**config.mk**
```make
export PLATFORM = sky130hd
export DESIGN_NAME = bram_sd_clear_arbiter
export DESIGN_NICKNAME = d
export VERILOG_FILES = /design/src/rtl/bram_sd_clear_arbiter.sv
export SDC_FILE = /design/constraint.sdc
export NUM_CORES = 1
export LEC_CHECK = 0
export CAP_MARGIN = 20
export CORE_MARGIN = 5
export CORE_UTILIZATION = 45
export CTS_CLUSTER_DIAMETER = 80
export DETAILED_ROUTE_END_ITERATION = 12
export DONT_BUFFER_PORTS = 1
export PLACE_DENSITY_LB_ADDON = 0.15
export SYNTH_ARGS = -nofsm -noshare
export SYNTH_HDL_FRONTEND = slang
export SYNTH_SLANG_ARGS = --single-unit
```
**constraint.sdc**
```tcl
create_clock -name clk -period 3.18 [get_ports clk]
set_clock_uncertainty 0.1 [all_clocks]
set_input_delay 0.318 -clock clk [delete_from_list [all_inputs] [get_ports clk]]
set_output_delay 0.318 -clock clk [all_outputs]
set_load 0.03 [all_outputs]
```
**src/rtl/bram_sd_clear_arbiter.sv**
```systemverilog
// Front-end for a 1R/1W BRAM: sweeps the table to CLR_VALUE after reset/flush, then
// round-robins the read port between A and B with write-first forwarding on collisions.
//
// state    | meaning
// ST_CLEAR | writing CLR_VALUE to entry clr_cnt each cycle; no reads, client writes dropped
// ST_RUN   | table valid; reads arbitrated, client writes passed through
module bram_sd_clear_arbiter #(
    parameter int              AW        = 10,
    parameter int              DW        = 32,
    parameter logic [DW-1:0]   CLR_VALUE = '0
) (
    input  logic          clk,
    input  logic          resetn,
    input  logic          flush,
    output logic          ready,
    input  logic          rd_req_a,
    input  logic [AW-1:0] rd_addr_a,
    output logic          rd_gnt_a,
    output logic          rsp_valid_a,
    input  logic          rd_req_b,
    input  logic [AW-1:0] rd_addr_b,
    output logic          rd_gnt_b,
    output logic          rsp_valid_b,
    output logic [DW-1:0] rsp_data,
    input  logic          wr_en,
    input  logic [AW-1:0] wr_addr,
    input  logic [DW-1:0] wr_data,
    output logic [AW-1:0] bram_raddr,
    output logic          bram_rden,
    input  logic [DW-1:0] bram_rdata,
    output logic [AW-1:0] bram_waddr,
    output logic          bram_wen,
    output logic [DW-1:0] bram_wdata
);

    typedef enum logic {ST_CLEAR, ST_RUN} state_t;

    state_t        state_q, state_d;
    logic [AW-1:0] clr_cnt_q, clr_cnt_d;
    logic          last_gnt_b_q, last_gnt_b_d;
    logic          ready_q, ready_d;
    logic          rsp_valid_a_q, rsp_valid_a_d;
    logic          rsp_valid_b_q, rsp_valid_b_d;
    logic          byp_hit_q, byp_hit_d;
    logic [DW-1:0] byp_data_q, byp_data_d;

    logic          in_run;
    logic          gnt_a, gnt_b;

    always_comb begin
        in_run = (state_q == ST_RUN);
        // On contention the requester that did not win last time gets the port.
        gnt_a  = in_run && rd_req_a && (!rd_req_b || last_gnt_b_q);
        gnt_b  = in_run && rd_req_b && (!rd_req_a || !last_gnt_b_q);

        rd_gnt_a   = gnt_a;
        rd_gnt_b   = gnt_b;
        bram_rden  = gnt_a | gnt_b;
        bram_raddr = gnt_b ? rd_addr_b : rd_addr_a;

        if (in_run) begin
            bram_wen   = wr_en;
            bram_waddr = wr_addr;
            bram_wdata = wr_data;
        end else begin
            bram_wen   = 1'b1;
            bram_waddr = clr_cnt_q;
            bram_wdata = CLR_VALUE;
        end

        state_d   = state_q;
        clr_cnt_d = clr_cnt_q;
        if (!in_run) begin
            if (flush) begin
                clr_cnt_d = '0;
            end else begin
                clr_cnt_d = clr_cnt_q + AW'(1);
                if (clr_cnt_q == '1) begin
                    state_d = ST_RUN;
                end
            end
        end else if (flush) begin
            state_d   = ST_CLEAR;
            clr_cnt_d = '0;
        end

        ready_d       = (state_d == ST_RUN);
        last_gnt_b_d  = gnt_b ? 1'b1 : (gnt_a ? 1'b0 : last_gnt_b_q);
        rsp_valid_a_d = gnt_a;
        rsp_valid_b_d = gnt_b;
        // The BRAM returns the pre-write word on a same-address collision, so capture the new one.
        byp_hit_d     = bram_rden && wr_en && (wr_addr == bram_raddr);
        byp_data_d    = wr_data;
    end

    always_ff @(posedge clk or negedge resetn) begin
        if (!resetn) begin
            state_q       <= ST_CLEAR;
            clr_cnt_q     <= '0;
            last_gnt_b_q  <= 1'b1;
            ready_q       <= 1'b0;
            rsp_valid_a_q <= 1'b0;
            rsp_valid_b_q <= 1'b0;
            byp_hit_q     <= 1'b0;
            byp_data_q    <= '0;
        end else begin
            state_q       <= state_d;
            clr_cnt_q     <= clr_cnt_d;
            last_gnt_b_q  <= last_gnt_b_d;
            ready_q       <= ready_d;
            rsp_valid_a_q <= rsp_valid_a_d;
            rsp_valid_b_q <= rsp_valid_b_d;
            byp_hit_q     <= byp_hit_d;
            byp_data_q    <= byp_data_d;
        end
    end

    assign ready       = ready_q;
    assign rsp_valid_a = rsp_valid_a_q;
    assign rsp_valid_b = rsp_valid_b_q;
    assign rsp_data    = byp_hit_q ? byp_data_q : bram_rdata;

endmodule

```
==> results.ini, run 1 <==
[global_route]
grtUsageTotal_pct=18.6
grt_start_max_net_pins=48
grt_pass1_vias=1951
grt_pass1_wl_mm=10.6
grt-ovfl-total=0
antenna_found_initial=0

[timing]
hold_viol=0
fmax_mhz=439
final_max_slew_viol_count=0
max_slew_margin_pct=52.3
setup_viol=0
tightest_slew_ps=716
min_period_over_period_pct=71.7
setup_tns_ps=0
rsz0062_at_grt=false
fin_crit_ps=2280

[yosys]
yosysWarningCount=0
synth_area_leaders=dfrtp_1 (45%), mux2_2 (19%), and2_1 (8.4%)
yosys_register_bits=47
avgSynthCellArea_um2=10.8
synthArstFlopShare_pct=100
synth_edf_count=0
syn_area_um2=2550
yosysSeqAreaShare_pct=46.2
yosysTopAreaCell=dfrtp_1
synth_top_flop_cell=dfrtp_1
synthCells=236
synth.top_cell.area_share_pct=45.2
synth_cell_types=37
synthesis.nets=337

[cells_and_area]
syn_to_final_growth_pct=20.2
seq_area_um2=1180
final_common_cell=dfrtp_1
final_area_um2=3060
fin_nets=369
multiInputGateArea_um2=1300
final_cell_mix=dfrtp_1 (45), mux2_2 (44), and2_1 (34), dlygate4sd3_1 (34), nand2_1 (14)
stdcell_count=341
layout-drive-gt1-share_pct=23.0
fill_cells=486
antenna_cells=0

[worst_hold_path]
min_path_type=input pin to flop

[cts]
cts_tree=yes
htreeDepth=2
cts_inserted_buffers=5
clock_latency_ps=300
numClockSinks=47
post_cts_buffers=0
cts_buffer_depth=2
clockRootBuffer=clkbuf_8
clk_pin_slew_worst_paths_ps=80

[power]
internal_power_w=0.000871
powerDensity_nw_per_um2=391
power.total_w=0.00120
vdd_ir_drop_max_mv=0.162
switching_share_pct=27.1
seqPwrFrac_pct=53.0
pwr-share-comb_pct=15.7
p_switching_w=0.000324
power.leakage_nw=1.30
clkPwrFrac_pct=31.3

[placement]
placed_area_um2=2590
dp_hpwl_mm=5.33
placement.io_buffers=0
place_inst=298
gp_congestion=0.853

[floorplanning]
die_h_um=85.2
start_util_pct=46.2
io_pins=191
dieWidth_um=85.2
rows=27
core_area_um2=5510
dieArea_um2=7260

[run_status]
status=completed

[detailed_routing]
dr.first_iter.drc_count=61
route.detailed.wl_per_inst_um=20.8
antenna_left=0
drt_first_pass_iters=4
drt_wl_total_mm=7.09
via_count=1891
viasPerCell=5.55
drc=0

[worst_setup_path]
timing_worst_setup_path_type=flop to output pin
crit_fanout=8
worst_setup_path_start_kind=flop
critPathCaptureType=output pin
critPathArrivalTime_ps=1860
required_ps=2760

[job]
drv_cap=0

cell usage after synthesis (2+ instances only):
library cell and n:
nand3_1 11, xor2_1 12, a21oi_1 7, o21ai_0 9, buf_1 3, and3_1 5, nor2_1 12, nand2_1 14
dfrtp_1 46, a21o_1 3, mux2_2 44, nand4b_1 2, nor2b_1 3, inv_1 3, and2_1 34, clkbuf_1 6
xnor2_1 2
cell type report:
type / count / share of cell area [%]
Tap cell: 72 / 2.94
Inverter: 3 / 0.368
Timing Repair Buffer: 37 / 12.5
Clock inverter: 2 / 0.531
Clock buffer: 6 / 2.70
Sequential cell: 47 / 38.5
Multi-Input combinational cell: 174 / 42.5
final timing paths:
| kind | endpoint | depth (start not counted) | slack, ps | startpoint |
|---|---|---|---|---|
| hold reg to reg | last_gnt_b_q$_DFFE_PN1N_ | 2 | 400 | last_gnt_b_q$_DFFE_PN1N_ |
| min in group asynchronous | clr_cnt_q[6]$_DFFE_PN0P_ | 2 | 420 | resetn |
| setup / recovery | bram_raddr[9] | 3 | 900 | last_gnt_b_q$_DFFE_PN1N_ |
| max in group asynchronous | last_gnt_b_q$_DFFE_PN1N_ | 2 | 2280 | resetn |
| hold / removal | last_gnt_b_q$_DFFE_PN1N_ | 3 | 100 | rd_req_a |
| setup reg to reg | byp_hit_q$_DFF_PN0_ | 5 | 1090 | last_gnt_b_q$_DFFE_PN1N_ |
critical path, stage by stage, from the launching register on:
cell and delay (ps):
dfstp_2 560, nand2_1 220, nand2_1 310, mux2_2 470
repair_timing:
| action | in CTS | in global routing |
|---|---|---|
| endpoints found under the hold margin | 90 | 0 |
| hold buffers | 35 | 0 |
| resized for setup | 0 | 0 |
flip-flops by register name, summed over array words and instances (netlist names):
name and cells:
byp_data_q 32, clr_cnt_q 10, byp_hit_q 1, last_gnt_b_q 1, ready 1, rsp_valid_a 1
rsp_valid_b 1
cell families (layout without fill, tap and decap cells):
| logic type | Yosys count | count (layout) | synth area share [%] |
|---|---|---|---|
| simple gates | 90 | 90 | 20.3 |
| fa+ha+maj | 1 | 1 | 0.491 |
| flops | 47 | 47 | 46.2 |
| mux | 45 | 45 | 19.9 |
| xor+xnor | 14 | 14 | 4.82 |
| compound gates | 24 | 24 | 5.60 |
| buf+inv | 15 | 48 | 2.70 |
per-stage QoR:
stage / setup slack (ps) / hold WS (ps) / util (%)
after floorplan: 1090 / -77.6 / -
after global placement: 1160 / -76.6 / 47.1
after detailed placement: 1100 / -76.4 / 47.1
after CTS: 885 / 91.2 / 55.6
after global routing: 796 / 91.8 / 55.6
final: 900 / 101 / 55.6
routing by layer:
layer | vias to the layer above | GRT usage, % | share of wire [%] | wire [µm]
met5 | - | 0 | 0 | 0
met3 | 11 | 7.28 | 11 | 789
li1 | 868 | - | - | -
met2 | 108 | 32.4 | 52 | 3660
met4 | 0 | 4.03 | 1.5 | 104
met1 | 904 | 21.7 | 36 | 2530
power groups by stage:
stage,Sequential (W),Combinational [W],Clock (W)
after global routing,0.000637,0.000201,0.000414
after CTS,0.000634,0.000191,0.000390
after global placement,0.000646,0.000136,0
final,0.000634,0.000188,0.000374
after detailed placement,0.000646,0.000136,0
after floorplan,0.000642,0.000126,0
Note: power is estimated with default switching activity, not from simulation.
==> inputs of run 2 (changes only) <==
==> constraint.sdc (replaced) <==
create_clock -name clk -period 2.4 [get_ports clk]
set_clock_uncertainty 0.1 [all_clocks]
set_input_delay 0.24 -clock clk [delete_from_list [all_inputs] [get_ports clk]]
set_output_delay 0.24 -clock clk [all_outputs]
set_load 0.03 [all_outputs]
==> results.ini, run 2 (synthesized netlist as in run 1, its figures left out) <==
[cts]
clock_latency_ps=290  ; about the same
clockRootBuffer=clkbuf_8
ctsResizeCount=0  ; unchanged
cts_inserted_buffers=5  ; unchanged
cts_tree=yes
htreeDepth=2  ; unchanged
clk_pin_slew_worst_paths_ps=80  ; about the same
cts_buffer_depth=2  ; unchanged
numClockSinks=47  ; unchanged

[worst_setup_path]
crit_fanout=8  ; unchanged
rrSetupSlack_ps=250  ; -840 ps
worst_setup_path_start_kind=flop
critPathCaptureType=output pin
required_ps=2060  ; -700 ps
critPathArrivalTime_ps=1880  ; +20 ps
timing_worst_setup_path_type=flop to output pin

[global_route]
antenna_found_initial=0  ; unchanged
grt-ovfl-total=0  ; unchanged
grt_start_max_net_pins=48  ; unchanged
grt_pass1_vias=2025  ; +3.8%
grtUsageTotal_pct=19.5  ; +0.92 points
grt_pass1_wl_mm=11.1  ; +4.3%

[cells_and_area]
fin_nets=372  ; +0.81%
antenna_cells=0  ; unchanged
final_common_cell=dfrtp_1
largest_registers=byp_data_q (32), clr_cnt_q (10)
seq_area_um2=1180  ; unchanged
final_cell_mix=dfrtp_1 (45), mux2_2 (44), and2_1 (34), dlygate4sd3_1 (34), nand2_1 (14)
fill_cells=465  ; -4.3%
largest_reg_flops=32  ; unchanged
top_register=byp_data_q
layout-drive-gt1-share_pct=23.9  ; +0.85 points
syn_to_final_growth_pct=21.3
multiInputGateArea_um2=1300  ; unchanged

[detailed_routing]
drt_first_pass_iters=4  ; unchanged
antenna_left=0  ; unchanged
route.detailed.wl_per_inst_um=21.1  ; +1.3%
viasPerCell=5.48  ; -1.2%
drc=0  ; unchanged
dr.first_iter.drc_count=34  ; -44%
via_count=1884  ; -0.37%
drt_wl_total_mm=7.25  ; +2.2%

[power]
p_switching_w=0.000419  ; +29%
clkPwrFrac_pct=32.0  ; +0.7 points
pwr-share-comb_pct=15.5  ; -0.2 points
internal_power_w=0.00118  ; +36%
seqPwrFrac_pct=52.5  ; -0.5 points
vdd_ir_drop_max_mv=0.258  ; +59%
powerDensity_nw_per_um2=518  ; +33%
power.leakage_nw=1.32  ; +1.5%
power.total_w=0.00160  ; +34%
switching_share_pct=26.2  ; -0.93 points

[placement]
gp_congestion=0.825  ; -3.3%
dp_hpwl_mm=5.36  ; +0.57%
placement.io_buffers=0  ; unchanged

[timing]
min_period_over_period_pct=92.5
max_slew_margin_pct=74.8  ; +22 points
rsz0062_at_grt=false
setup_viol=0  ; unchanged
fin_crit_ps=2220
fmax_mhz=450
hold_viol=0  ; unchanged
tightest_slew_ps=369  ; -347 ps
setup_tns_ps=0  ; unchanged
final_max_slew_viol_count=0  ; unchanged

[floorplanning]
start_util_pct=46.2  ; unchanged
dieWidth_um=85.2  ; unchanged
die_h_um=85.2  ; unchanged
io_pins=191  ; unchanged
rows=27  ; unchanged
core_area_um2=5510  ; unchanged
dieArea_um2=7260  ; unchanged

[worst_hold_path]
min_path_type=input pin to flop

[run_status]
status=completed

[job]
drv_cap=0  ; unchanged

## run 2: cell types whose count changed in the layout (fill, tap and decap cells not counted)
cell | before | now
clkinv_4 | 1 | 0
clkbuf_8 | 6 | 7
buf_4 | 2 | 5
## run 2: final timing paths
check	from	end	cells past startpoint
worst min register to register	last_gnt_b_q$_DFFE_PN1N_	last_gnt_b_q$_DFFE_PN1N_	2
max in group asynchronous	resetn	last_gnt_b_q$_DFFE_PN1N_	2
worst max register to register	last_gnt_b_q$_DFFE_PN1N_	byp_hit_q$_DFF_PN0_	5
worst max-delay path	last_gnt_b_q$_DFFE_PN1N_	bram_raddr[9]	3
min in group asynchronous	resetn	clr_cnt_q[6]$_DFFE_PN0P_	2
worst min-delay path	rd_req_a	last_gnt_b_q$_DFFE_PN1N_	3
## run 2: power by group through the flow
stage / logic (W) / registers, W / clock network (W)
final: 0.000249 / 0.000840 / 0.000512
after global routing: 0.000267 / 0.000844 / 0.000566
after CTS: 0.000252 / 0.000840 / 0.000538
after detailed placement: 0.000180 / 0.000856 / 0
after global placement: 0.000181 / 0.000856 / 0
after floorplan: 0.000167 / 0.000851 / 0
## run 2: layer usage
layer / GRT usage, % / up-vias / wire (µm)
li1: - / 874 / -
met1: 22.5 / 890 / 2600
met2: 34.9 / 108 / 3790
met3: 6.31 / 12 / 726
met4: 5.04 / 0 / 128
met5: 0 / - / 0
## run 2: layout make-up
| cell class | instances | area share, % |
|---|---|---|
| clock buffers | 7 | 3.12 |
| clock inverters | 1 | 0.243 |
| inverters | 3 | 0.365 |
| multi-input cells | 174 | 42.1 |
| flip-flops and latches | 47 | 38.2 |
| well taps | 72 | 2.92 |
| repair buffers | 40 | 13.1 |
## run 2: timing repair
| action | 4_1_cts | 5_1_grt |
|---|---|---|
| endpoints found under the hold margin | 90 | 0 |
| hold buffers | 35 | 0 |
| buffers inserted | 0 | 0 |
## run 2: stage by stage
stage               util (%)  cells  hold WS (ps)  area, µm²  worst slack, ps
floorplan                  -    236          -156       2550              311
detailed placement      47.5    301          -154       2620              264
finish                  56.1    344          35.3       3090              179
global route            56.1    344          65.1       3090             67.7
global placement        47.5    301          -154       2620              347
CTS                     56.1    344          19.6       3090              156
## run 2: critical path: stages, from the launching register on
cell	delay [ps]
dfstp_2	560
nand2_1	230
nand2_1	330
mux2_2	470
